--- config.mk ---
export PLATFORM = sky130hd
export DESIGN_NAME = thread_regfile_flat
export DESIGN_NICKNAME = d
export VERILOG_FILES = /design/src/rtl/gpu_pkg.sv /design/src/rtl/thread_regfile_if.sv /design/src/rtl/thread_regfile_nzp_unit.sv /design/src/rtl/thread_regfile.sv /design/src/flat_wrapper.sv
export SDC_FILE = /design/constraint.sdc
export NUM_CORES = 1
export LEC_CHECK = 0
export CELL_PAD_IN_SITES_DETAIL_PLACEMENT = 1
export CELL_PAD_IN_SITES_GLOBAL_PLACEMENT = 1
export CORE_ASPECT_RATIO = 1.75
export CORE_MARGIN = 2
export CORE_UTILIZATION = 45
export CTS_BUF_LIST = sky130_fd_sc_hd__clkbuf_8
export DETAILED_ROUTE_END_ITERATION = 16
export DONT_BUFFER_PORTS = 1
export PLACE_DENSITY_LB_ADDON = 0.1
export SYNTH_ARGS = -nofsm -noshare
export SYNTH_HDL_FRONTEND = slang
export SYNTH_SLANG_ARGS = --single-unit
--- constraint.sdc ---
create_clock -name clk -period 1.8 [get_ports clk]
set_clock_uncertainty 0.05 [all_clocks]
set_input_delay 0.09 -clock clk [delete_from_list [all_inputs] [get_ports clk]]
set_output_delay 0.09 -clock clk [all_outputs]
set_load 0.02 [all_outputs]
--- src/rtl/gpu_pkg.sv ---
// Shared definitions for the GPU core: pipeline state encoding, writeback
// source select values, special register indices and NZP flag bit positions.
package gpu_pkg;

    typedef enum logic [2:0] {
        CORE_IDLE    = 3'b000,
        CORE_FETCH   = 3'b001,
        CORE_DECODE  = 3'b010,
        CORE_REQUEST = 3'b011,
        CORE_WAIT    = 3'b100,
        CORE_EXECUTE = 3'b101,
        CORE_UPDATE  = 3'b110,
        CORE_DONE    = 3'b111
    } core_state_t;

    localparam logic [1:0] REG_SRC_ALU = 2'b00;
    localparam logic [1:0] REG_SRC_LSU = 2'b01;
    localparam logic [1:0] REG_SRC_IMM = 2'b10;

    localparam logic [3:0] R_BLOCK_ID  = 4'd13;
    localparam logic [3:0] R_BLOCK_DIM = 4'd14;
    localparam logic [3:0] R_THREAD_ID = 4'd15;

    localparam int NZP_N = 2;
    localparam int NZP_Z = 1;
    localparam int NZP_P = 0;

endpackage

--- src/rtl/thread_regfile_if.sv ---
// Decoded-instruction, datapath and result signals exchanged between a core
// and one thread_regfile lane.
interface thread_regfile_if
    import gpu_pkg::*;
#(
    parameter int DATA_BITS = 8
);
    logic                 enable;
    logic [DATA_BITS-1:0] block_id;
    core_state_t          core_state;
    logic [3:0]           decoded_rd_address;
    logic [3:0]           decoded_rs_address;
    logic [3:0]           decoded_rt_address;
    logic                 decoded_reg_write_enable;
    logic [1:0]           decoded_reg_input_mux;
    logic [DATA_BITS-1:0] decoded_immediate;
    logic                 decoded_nzp_write_enable;
    logic [2:0]           decoded_nzp;
    logic [DATA_BITS-1:0] alu_out;
    logic [DATA_BITS-1:0] lsu_out;
    logic [DATA_BITS-1:0] rs;
    logic [DATA_BITS-1:0] rt;
    logic [2:0]           nzp;
    logic                 branch_taken;

    modport master (
        output enable, block_id, core_state,
        output decoded_rd_address, decoded_rs_address, decoded_rt_address,
        output decoded_reg_write_enable, decoded_reg_input_mux, decoded_immediate,
        output decoded_nzp_write_enable, decoded_nzp, alu_out, lsu_out,
        input  rs, rt, nzp, branch_taken
    );

    modport slave (
        input  enable, block_id, core_state,
        input  decoded_rd_address, decoded_rs_address, decoded_rt_address,
        input  decoded_reg_write_enable, decoded_reg_input_mux, decoded_immediate,
        input  decoded_nzp_write_enable, decoded_nzp, alu_out, lsu_out,
        output rs, rt, nzp, branch_taken
    );

endinterface

--- src/rtl/thread_regfile_nzp_unit.sv ---
// NZP flag register: captures compare flags in UPDATE and registers the
// branch decision in EXECUTE from the flags stored before that edge.
module nzp_unit
    import gpu_pkg::*;
(
    input  logic        clk,
    input  logic        reset_n,
    input  logic        enable,
    input  core_state_t core_state,
    input  logic        nzp_write_enable,
    input  logic [2:0]  decoded_nzp,
    input  logic [2:0]  alu_flags,
    output logic [2:0]  nzp,
    output logic        branch_taken
);

    // NOTE: state registers use non-blocking assignment so branch_taken sees
    // the pre-edge nzp even though both registers share this block.
    always_ff @(posedge clk or negedge reset_n) begin
        if (!reset_n) begin
            nzp          <= 3'b000;
            branch_taken <= 1'b0;
        end else if (enable) begin
            if (core_state == CORE_EXECUTE)
                branch_taken <= |(nzp & decoded_nzp);
            if (core_state == CORE_UPDATE && nzp_write_enable)
                nzp <= alu_flags;
        end
    end

endmodule

--- src/rtl/thread_regfile.sv ---
// Per-thread register file: R0-R12 writable, R13-R15 read-only specials.
// Operands are registered in REQUEST, writeback happens in UPDATE.
module thread_regfile
    import gpu_pkg::*;
#(
    parameter int THREAD_ID         = 0,
    parameter int THREADS_PER_BLOCK = 4,
    parameter int DATA_BITS         = 8
) (
    input logic             clk,
    input logic             reset_n,
    thread_regfile_if.slave bus
);

    localparam int                   NUM_GPRS  = 13;
    localparam logic [DATA_BITS-1:0] BLOCK_DIM = DATA_BITS'(THREADS_PER_BLOCK);
    localparam logic [DATA_BITS-1:0] LANE_ID   = DATA_BITS'(THREAD_ID);

    logic [DATA_BITS-1:0] regs [NUM_GPRS];
    logic [DATA_BITS-1:0] rs_q;
    logic [DATA_BITS-1:0] rt_q;
    logic [DATA_BITS-1:0] wb_data;
    logic                 wb_valid;

    function automatic logic [DATA_BITS-1:0] read_reg(input logic [3:0] addr);
        if (addr == R_BLOCK_ID)  return bus.block_id;
        if (addr == R_BLOCK_DIM) return BLOCK_DIM;
        if (addr == R_THREAD_ID) return LANE_ID;
        return regs[addr];
    endfunction

    // NOTE: every combinational output gets a default first so no path
    // through the case leaves it unassigned and infers a latch.
    always_comb begin
        wb_valid = 1'b0;
        wb_data  = '0;
        case (bus.decoded_reg_input_mux)
            REG_SRC_ALU: begin wb_valid = 1'b1; wb_data = bus.alu_out;           end
            REG_SRC_LSU: begin wb_valid = 1'b1; wb_data = bus.lsu_out;           end
            REG_SRC_IMM: begin wb_valid = 1'b1; wb_data = bus.decoded_immediate; end
            default:     ;
        endcase
    end

    // NOTE: the register array is reset because software relies on R0-R12
    // starting at zero; it is small enough to stay in flops.
    always_ff @(posedge clk or negedge reset_n) begin
        if (!reset_n) begin
            for (int i = 0; i < NUM_GPRS; i++) regs[i] <= '0;
            rs_q <= '0;
            rt_q <= '0;
        end else if (bus.enable) begin
            if (bus.core_state == CORE_REQUEST) begin
                rs_q <= read_reg(bus.decoded_rs_address);
                rt_q <= read_reg(bus.decoded_rt_address);
            end
            if (bus.core_state == CORE_UPDATE && bus.decoded_reg_write_enable &&
                wb_valid && bus.decoded_rd_address < R_BLOCK_ID)
                regs[bus.decoded_rd_address] <= wb_data;
        end
    end

    assign bus.rs = rs_q;
    assign bus.rt = rt_q;

    nzp_unit u_nzp (
        .clk              (clk),
        .reset_n          (reset_n),
        .enable           (bus.enable),
        .core_state       (bus.core_state),
        .nzp_write_enable (bus.decoded_nzp_write_enable),
        .decoded_nzp      (bus.decoded_nzp),
        .alu_flags        ({bus.alu_out[NZP_N], bus.alu_out[NZP_Z], bus.alu_out[NZP_P]}),
        .nzp              (bus.nzp),
        .branch_taken     (bus.branch_taken)
    );

endmodule

--- src/flat_wrapper.sv ---
// flat-port wrapper written by rule: the top's interface ports become plain ports
module thread_regfile_flat import gpu_pkg::*;
#(
    parameter int THREAD_ID         = 0,
    parameter int THREADS_PER_BLOCK = 4,
    parameter int DATA_BITS         = 8
)
  (clk, reset_n, bus_enable, bus_block_id, bus_core_state, bus_decoded_rd_address, bus_decoded_rs_address, bus_decoded_rt_address, bus_decoded_reg_write_enable, bus_decoded_reg_input_mux, bus_decoded_immediate, bus_decoded_nzp_write_enable, bus_decoded_nzp, bus_alu_out, bus_lsu_out, bus_rs, bus_rt, bus_nzp, bus_branch_taken);
  thread_regfile_if #(.DATA_BITS(DATA_BITS)) bus_i ();
  input logic clk;
  input logic reset_n;
  input wire logic [$bits(bus_i.enable)-1:0] bus_enable;
  input wire logic [$bits(bus_i.block_id)-1:0] bus_block_id;
  input wire logic [$bits(bus_i.core_state)-1:0] bus_core_state;
  input wire logic [$bits(bus_i.decoded_rd_address)-1:0] bus_decoded_rd_address;
  input wire logic [$bits(bus_i.decoded_rs_address)-1:0] bus_decoded_rs_address;
  input wire logic [$bits(bus_i.decoded_rt_address)-1:0] bus_decoded_rt_address;
  input wire logic [$bits(bus_i.decoded_reg_write_enable)-1:0] bus_decoded_reg_write_enable;
  input wire logic [$bits(bus_i.decoded_reg_input_mux)-1:0] bus_decoded_reg_input_mux;
  input wire logic [$bits(bus_i.decoded_immediate)-1:0] bus_decoded_immediate;
  input wire logic [$bits(bus_i.decoded_nzp_write_enable)-1:0] bus_decoded_nzp_write_enable;
  input wire logic [$bits(bus_i.decoded_nzp)-1:0] bus_decoded_nzp;
  input wire logic [$bits(bus_i.alu_out)-1:0] bus_alu_out;
  input wire logic [$bits(bus_i.lsu_out)-1:0] bus_lsu_out;
  output wire logic [$bits(bus_i.rs)-1:0] bus_rs;
  output wire logic [$bits(bus_i.rt)-1:0] bus_rt;
  output wire logic [$bits(bus_i.nzp)-1:0] bus_nzp;
  output wire logic [$bits(bus_i.branch_taken)-1:0] bus_branch_taken;
  assign bus_i.enable = bus_enable;
  assign bus_i.block_id = bus_block_id;
  assign bus_i.core_state = bus_core_state;
  assign bus_i.decoded_rd_address = bus_decoded_rd_address;
  assign bus_i.decoded_rs_address = bus_decoded_rs_address;
  assign bus_i.decoded_rt_address = bus_decoded_rt_address;
  assign bus_i.decoded_reg_write_enable = bus_decoded_reg_write_enable;
  assign bus_i.decoded_reg_input_mux = bus_decoded_reg_input_mux;
  assign bus_i.decoded_immediate = bus_decoded_immediate;
  assign bus_i.decoded_nzp_write_enable = bus_decoded_nzp_write_enable;
  assign bus_i.decoded_nzp = bus_decoded_nzp;
  assign bus_i.alu_out = bus_alu_out;
  assign bus_i.lsu_out = bus_lsu_out;
  assign bus_rs = bus_i.rs;
  assign bus_rt = bus_i.rt;
  assign bus_nzp = bus_i.nzp;
  assign bus_branch_taken = bus_i.branch_taken;
  thread_regfile #(.THREAD_ID(THREAD_ID), .THREADS_PER_BLOCK(THREADS_PER_BLOCK), .DATA_BITS(DATA_BITS)) u_core (.clk(clk), .reset_n(reset_n), .bus(bus_i));
endmodule
After elaboration in Yosys (flattened, before gate mapping)
Cells that the tools add are included.
Widths: inputs -> output; s select.
- flip-flop bits (word level): 124
- bits of input ports: 57
- logic and storage cells: 96
- output and inout port bits: 20
- bitwise gates (word level): 4
- eq/ne operators: 11
- magnitude comparators: 5
- reduce and logical (&&, ||, !) cells: 12
- mux-type cells: 47
- operator list (cell ; number):
    $mux 8 ; 17
    $bwmux 104 ; 1
    $bmux 8 s4 ; 2
    $demux 8 s4 ; 1
    $mux 1 ; 25
    $eq 4x4->1 const B ; 6
    $pmux 8 s3 ; 1
    $ge 5x5->1 const B ; 3
    $not 4->5 ; 3
    $reduce_and 2->1 ; 4
    $eq 3x3->1 const B ; 2
    $reduce_or 3->1 ; 2
    $logic_and 1x1->1 ; 5
    $lt 5x1->1 const B ; 1
    $lt 4x4->1 const B ; 1
    $and 3x3->3 ; 1
    $eq 3x2->1 const B ; 1
    $eq 2x1->1 const B ; 1
    $eq 2x2->1 const B ; 1
    $logic_not 2->1 ; 1

Depth between registers and ports, before layout
Gate-level depths: netlist of run 1.
- word-level depth: 14
- gate-level depth with buffers: 8
- depth with buffers taken out: 5

Cells and area by module
From an unflattened synthesis of run 1, not the netlist that was laid out.
- cell total of the unflattened synthesis: 536
- area total of the unflattened synthesis: 6889.1 um2
- by module, submodules not included (module ; cells an instance ; area each (um2) ; sequential area each (um2) ; times used):
    thread_regfile ; 523 ; 6715.2 ; 3002.9 ; 1
    nzp_unit ; 13 ; 173.9 ; 100.1 ; 1

Worst setup path before layout of run 1
OpenSTA, ideal clock, no wires.
- path kind: register -> register
- start point: reg u_core.regs[2] in the netlist's numbering
- end point: reg u_core.rt_q[2], in the netlist u_core.bus.rt[2]
- arrival time: 1380 ps
- stages on the path, launching flop included: 6
- setup slack: 251 ps
- library setup time: 119 ps
- required time: 1631 ps
- path through: dfrtp_1 > or4b_1 > o211ai_1 > a21boi_1 > o221ai_1 > o21a_1
- longest elaborated chain between the ends: 6
- ends and longest elaborated chain (what ; RTL line ; text):
    from (decl) ; thread_regfile.sv:19 ; logic [DATA_BITS-1:0] regs [NUM_GPRS];
    from (signal, indexed assignment) ; thread_regfile.sv:59 ; regs[bus.decoded_rd_address] <= wb_data;
    $bmux 8 s4 ; thread_regfile.sv:29 ; return regs[addr];
    $mux 8 (implied by the code) (2 in series) ; thread_regfile.sv:29 ;
    $mux 8 ; thread_regfile.sv:29 ;
    $mux 8 ; thread_regfile.sv:28 ; if (addr == R_THREAD_ID) return LANE_ID;
    $mux 8 ; thread_regfile.sv:27 ; if (addr == R_BLOCK_DIM) return BLOCK_DIM;
    to (signal assigned) ; thread_regfile.sv:55 ; rt_q <= read_reg(bus.decoded_rt_address);
    to (decl) ; thread_regfile.sv:21 ; logic [DATA_BITS-1:0] rt_q;
No other way between the ends. The select of a mux whose other input is x is not followed.
A chain may end at the register's enable or synchronous reset.

Worst setup path after layout of run 1
Same ends and word-level chain as after synthesis.

==> metrics, run 1 <==
WP data required=2080 ps; Tmin final=1701 ps; RR Endpoint=u_core.bus.rt[2]; R2R Path Start=u_core.regs[2]; top_reg_cell synth=dfrtp_1; drt pass-1 iters=4; Synth area leaders=dfrtp_1 46%, mux4_2 12%, o21ai_0 8.4%; # port buffers=0; Setup TNS=0 ps; routability cong.=0.8062; count leader, synth=nand2_1; setup repair bufs after CTS=0; Final Setup Violations=0; clk_lat worst skew=440 ps; Mapped Nets=716; hold_buf cts=27; nature of the critical path startpoint=register; Routed Antenna Nets=0; status=finished with violations; Pwr Total=6.506 mW; RSZ-0062 raised after global routing=false; TritonCTS clock tree=done; CP arrival=1980 ps; Rel. slew slack=19.24%; root buf cell=clkbuf_8; top-area cell type share of the netlist area=46.44%; Gate Count Post-Synth=659; slew of the pin with the lowest slew margin=1211 ps; final worst path period share=94.52%; Vias/cell=6.253; initial cell density of the core=46.27%; P per Cell Area=863.9 nW/um2; Mapped Area=6681 um2; Cell Rows=58; Congestion Overflow GR=0; flop2flop setup slack=100 ps; share of synthesized registers carrying an async set or reset=100.0%; Total Wirelength=22240 um; Max Buffers Root-to-Sink=2; Final Hold Slack=-716.0 ps; initial DRC count=244; Synth area leader=dfrtp_1; Die Ht=165.2 um; pre-CTS setup slack=84.75 ps; Placeable Area=14440 um2; post_cts resized=0; Max Cap Viol=0; Ys Warns=0; layout cells sized above 1=15.77%; Post-synth EDFFs=0; Post-DP HPWL=14990 um; Critical Setup Path Class=reg -> reg; Seq/Total Area, Yosys=46.44%; ant diodes=0; total clock sinks=124; Multi-input gate area=3274 um2; Ports=77; largest net degree at the start of global routing=125; drt drc=0; nets=735; H-Tree Depth=4; CP endpoint kind=register; initial antenna violation count=0; Fillers=1626; Final Hold Viols=131; Die Area=15880 um2; DR vias=5446; pins over their slew limit=0; WL/cell=25.53 um; Post-synth top cells=139 x nand2_1, 124 x dfrtp_1, 112 x o21ai_0, 35 x mux4_2, 33 x mux2i_1; FF+latch count, synth=124; first-pass GRT wire length=33820 um; cell leakage power=3.159 nW; fin util=52.15%; CTS buffer count=17; hold crit path type=in -> async; reg2reg path depth=5; CP max FO=3; Tot GR Track Use=29.53%; register area=3103 um2; Worst IR Drop VDD=508.5 uV; fin worst setup slack=98.71 ps; Die Width=96.11 um; Reg clk slew, reported paths=80 ps; post-synth cell types=53; Syn-to-layout area delta=12.72%; Mean Syn Cell Area=10.14 um2; fmax=587.8 MHz; vias in the first global route=5907; failing checks=hold timing
## flip-flops by register name, summed over array words and instances (netlist names)
register	count
u_core.bus.rt	8
u_core.u_nzp.nzp	3
u_core.bus.rs	8
u_core.regs	104
u_core.u_nzp.branch_taken	1
## worst max path at each step
stage	cells past startpoint	start	slack (ps)	endpoint
2_1_floorplan	5	u_core.regs[2]	250	u_core.bus.rt[2]
3_3_place_gp	6	u_core.regs[77]	140	u_core.bus.rs[5]
3_5_place_dp	4	bus_decoded_reg_input_mux[0]	80	u_core.regs[23]
4_1_cts	5	u_core.regs[2]	100	u_core.bus.rt[2]
5_1_grt	6	u_core.regs[45]	20	u_core.bus.rt[5]
6_report	5	u_core.regs[2]	100	u_core.bus.rt[2]
## layer usage
metal | share of wire (%) | global-route usage (%)
met1 | 37 | 33.32
met2 | 54 | 52.02
met3 | 3.4 | 4.537
met4 | 5.1 | 16.36
met5 | 0 | 0
## cell families (layout without fill, tap and decap cells)
| kind of cell | Yosys count | count (layout) | share of synthesized area, % |
|---|---|---|---|
| AOI/OAI and AO/OA | 195 | 195 | 17.38 |
| buffers and inverters | 56 | 88 | 4.551 |
| DFF | 124 | 124 | 46.44 |
| muxes | 76 | 76 | 18.09 |
| and+or+nand+nor | 208 | 208 | 13.54 |
## stage by stage
stage / area [um2] / cells / hold WS (ps)
global route: 7531 / 871 / -744.2
global placement: 6810 / 812 / -253.2
detailed placement: 6810 / 812 / -252.5
CTS: 7531 / 871 / -738.2
finish: 7531 / 871 / -716.0
floorplan: 6681 / 659 / -255.6
## power breakdown
group / leakage [nW] / total [mW] / internal [mW] / switching [mW]
clock: 0.228 / 2.79 / 1.59 / 1.19
combinational: 1.23 / 0.589 / 0.301 / 0.289
sequential: 1.70 / 3.13 / 2.92 / 0.209
total: 3.16 / 6.51 / 4.81 / 1.69
## placed cells by master (no fill, tap or decap), types with 2 or more instances in the layout
| cell | count |
|---|---|
| clkinv_4 | 4 |
| nand2_1 | 139 |
| o221ai_1 | 7 |
| and4b_1 | 4 |
| mux2_2 | 8 |
| mux4_2 | 35 |
| o21ai_0 | 112 |
| and3_1 | 2 |
| inv_1 | 6 |
| inv_6 | 2 |
| a221o_1 | 3 |
| clkbuf_8 | 19 |
| a31oi_1 | 6 |
| a21oi_1 | 31 |
| a221oi_1 | 3 |
| o21ai_1 | 5 |
| dfrtp_1 | 124 |
| buf_4 | 22 |
| nand3_1 | 7 |
| nor2_1 | 29 |
| nand2b_1 | 3 |
| mux2i_1 | 33 |
| dlygate4sd3_1 | 27 |
| nor2b_1 | 10 |
| nand4b_1 | 2 |
| nor3_1 | 5 |
| a22oi_1 | 8 |
| a2111oi_2 | 3 |
| bufinv_16 | 4 |
| o22ai_1 | 2 |
## cell type report
type	instances	share of cell area (%)
Timing Repair Buffer	50	6.048
Clock buffer	19	3.472
Tap cell	180	2.991
Inverter	6	0.2991
Multi-Input combinational cell	479	43.48
Clock inverter	13	2.509
Sequential cell	124	41.20
## worst max-delay path, stage by stage (launching register included)
cell and delay, ps:
dfrtp_1 400, or4b_1 540, o211ai_1 140, a21boi_1 190, o221ai_1 140, o21a_1 130
No activity file was read; power rests on OpenSTA's default activity.
==> inputs of run 2 (changes only) <==
- ABC_AREA: unset -> 1
==> run 2 against run 1 <==
The flow still finishes with violations (hold timing). Critical path depth up 1. Cell area up 15%. Combinational power up 53%. Final cell count up 58%. Non-clock buffer count up 25. Critical path type is now in -> reg. Largest power group unchanged. Via count up 37%. Register-to-register slack better by 20 ps. Clock power up 5%. First-iteration DRC count up 45%. Largest cell class unchanged. Sequential share of layout area down 5.5 points.
==> metrics, run 2 <==
initial cell density of the core=46.12% (was 46.27%); DR vias=7464 (was 5446); top_reg_cell synth=dfrtp_1 (unchanged); Seq/Total Area, Yosys=40.91% (was 46.44%); TritonCTS clock tree=done (unchanged); Syn-to-layout area delta=14.45% (was 12.72%); fmax=588.1 MHz (was 587.8 MHz); nets=1196 (was 735); root buf cell=clkbuf_8 (unchanged); Synth area leader=dfrtp_1 (unchanged); Post-synth top cells=491 x nand2_1, 124 x dfrtp_1, 102 x inv_1, 69 x o21ai_0, 68 x nand3_1 (was 139 x nand2_1, 124 x dfrtp_1, 112 x o21ai_0, 35 x mux4_2, 33 x mux2i_1); Total Wirelength=27420 um (was 22240 um); RSZ-0062 raised after global routing=false (unchanged); Worst IR Drop VDD=621.8 uV (was 508.5 uV); commonest non-fill, non-tap cell in the layout=nand2_1 (unchanged); Sw Share=28.18% (was 26.00%); failing checks=hold timing (unchanged); Post-DP HPWL=18440 um (was 14990 um); Post-synth EDFFs=0 (unchanged); total clock sinks=124 (unchanged); Clk network pwr share=41.6% (was 42.8%); H-Tree Depth=4 (unchanged); FF+latch count, synth=124 (unchanged); Max Cap Viol=0 (unchanged); Cell Rows=62 (was 58); Tmin final=1700 ps (was 1701 ps); Routed Antenna Nets=0 (unchanged); Synth area leaders=dfrtp_1 41%, nand2_1 24%, inv_1 5.0% (was dfrtp_1 46%, mux4_2 12%, o21ai_0 8.4%); hold_buf cts=46 (was 27); Ys Warns=0 (unchanged); Die Width=102.1 um (was 96.11 um); initial antenna violation count=0 (unchanged); WL/cell=19.93 um (was 25.53 um); CP endpoint kind=register (unchanged); Critical Setup Path Class=in -> reg (was reg -> reg); Final Hold Viols=126 (was 131); nature of the critical path startpoint=input pin (was register); ant diodes=0 (unchanged); routability cong.=0.8746 (was 0.8062); Rel. slew slack=54.62% (was 19.24%); post-synth cell types=36 (was 53); Max Buffers Root-to-Sink=2 (unchanged); P per Cell Area=809.3 nW/um2 (was 863.9 nW/um2); final worst path period share=94.47% (was 94.52%); vias in the first global route=7928 (was 5907); part of the power in combinational logic=12.9% (was 9.1%); hold crit path type=in -> async (unchanged); Reg with most FFs=u_core.regs (unchanged); Switch Pwr=1.979 mW (was 1.692 mW); Reg clk slew, reported paths=80 ps (about the same); status=finished with violations (unchanged); clk_lat worst skew=450 ps (was 440 ps); Die Area=17950 um2 (was 15880 um2); Gate Count Post-Synth=1103 (was 659); Ports=77 (unchanged); CTS buffer count=17 (unchanged); top-area cell type share of the netlist area=40.91% (was 46.44%); Mean Syn Cell Area=6.876 um2 (was 10.14 um2); most frequent cells in the layout=488 x nand2_1, 124 x dfrtp_1, 102 x inv_1 (was 139 x nand2_1, 124 x dfrtp_1, 112 x o21ai_0); WP data required=2100 ps (was 2080 ps); count leader, synth=nand2_1 (unchanged); drt pass-1 iters=5 (was 4); slew of the pin with the lowest slew margin=679.9 ps (was 1211 ps); Tot GR Track Use=32.40% (was 29.53%); share of synthesized registers carrying an async set or reset=100.0% (unchanged); first-pass GRT wire length=43480 um (was 33820 um); Final Hold Slack=-716.8 ps (was -716.0 ps); pins over their slew limit=0 (unchanged); Mapped Area=7585 um2 (was 6681 um2); Final Setup Violations=0 (unchanged); Vias/cell=5.424 (was 6.253); Largest register FFs=104 (unchanged); layout cells sized above 1=12.07% (was 15.77%); Congestion Overflow GR=0 (unchanged); drt drc=0 (unchanged); largest net degree at the start of global routing=125 (unchanged); CP max FO=2 (was 3); cell leakage power=4.345 nW (was 3.159 nW); Mapped Nets=1160 (was 716); Placeable Area=16450 um2 (was 14440 um2); Die Ht=175.7 um (was 165.2 um); Setup TNS=0 ps (unchanged); Fillers=2211 (was 1626); initial DRC count=353 (was 244); internal power=5.046 mW (was 4.815 mW); # port buffers=0 (unchanged); CP arrival=2000 ps (was 1980 ps); Reg power frac=45.5% (was 48.1%)
==> run 2: changes by cell type in the layout (fill, tap and decap cells not counted), moves of 9 or more <==
cell / before / now
buf_4: 22 / 31
dlygate4sd3_1: 27 / 43
inv_1: 6 / 102
mux2i_1: 33 / 0
mux4_2: 35 / 0
nand2_1: 139 / 488
nand3_1: 7 / 66
nor2_1: 29 / 39
nor2b_1: 10 / 0
o21ai_0: 112 / 68
o21ai_1: 5 / 33
o21ai_2: 0 / 33
or2_2: 1 / 11
==> run 2: stage by stage <==
step	instance area, um2	cells	total power [mW]	utilization, %	worst slack [ps]
6_report	8681	1376	7.025	52.78	99.62
5_1_grt	8681	1376	7.297	52.78	0.6732
4_1_cts	8641	1373	7.057	52.54	0.9250
3_5_place_dp	7712	1295	4.019	46.90	211.0
3_3_place_gp	7712	1295	3.992	46.90	249.3
2_1_floorplan	7585	1103	3.782	-	481.5
==> run 2: area by class of cell <==
class	count	area (um2)	share of cell area (%)
well taps	224	280.3	3.229
multi-input cells	813	3744	43.12
clock inverters	12	192.7	2.220
repair buffers	75	675.6	7.783
flip-flops and latches	124	3103	35.75
inverters	108	410.4	4.728
clock buffers	20	275.3	3.171
==> run 2: worst max-delay path, stage by stage <==
cell and delay (ps):
dlygate4sd3_1 540, nand3_1 100, dlygate4sd3_1 560, o21ai_1 110, dlygate4sd3_1 550, nand2_1 50
==> run 2: routing by layer <==
layer	track usage (%)	routed length (um)	up-vias
li1	-	-	3534
met1	37.26	10730	3672
met2	56.85	14320	192
met3	4.178	853	66
met4	17.78	1520	0
met5	0	0	-
==> run 2: power groups by stage <==
stage	registers, mW	clock network [mW]	logic, mW
2_1_floorplan	3.21	0	0.576
3_3_place_gp	3.24	0	0.748
3_5_place_dp	3.25	0	0.770
4_1_cts	3.20	2.97	0.894
5_1_grt	3.22	3.08	1.00
6_report	3.20	2.92	0.904
==> run 2: logic make-up after synthesis <==
| logic type | share of synthesized area (%) |
|---|---|
| compound gates | 13.71 |
| flops | 40.91 |
| mux | 0.4454 |
| simple gates | 34.94 |
| buf+inv | 9.997 |
==> run 2: worst paths after layout <==
check / start / end / slack (ps) / cells after the start
max in group asynchronous: reset_n / u_core.regs[63] / 2230 / 0
worst min register to register: u_core.regs[98] / u_core.regs[98] / 440 / 2
worst min-delay path: reset_n / u_core.regs[37] / -720 / 0
worst max register to register: u_core.regs[62] / u_core.bus.rs[6] / 120 / 9
min in group clk: bus_decoded_rs_address[2] / u_core.bus.rs[5] / -50 / 6
worst max-delay path: bus_core_state[1] / u_core.bus.rs[2] / 100 / 6
==> run 2: what timing repair did <==
action	in CTS	in global routing
setup buffers	0	5
endpoints found under the hold margin	194	124
setup endpoints to repair	0	4
gates resized for setup	0	9
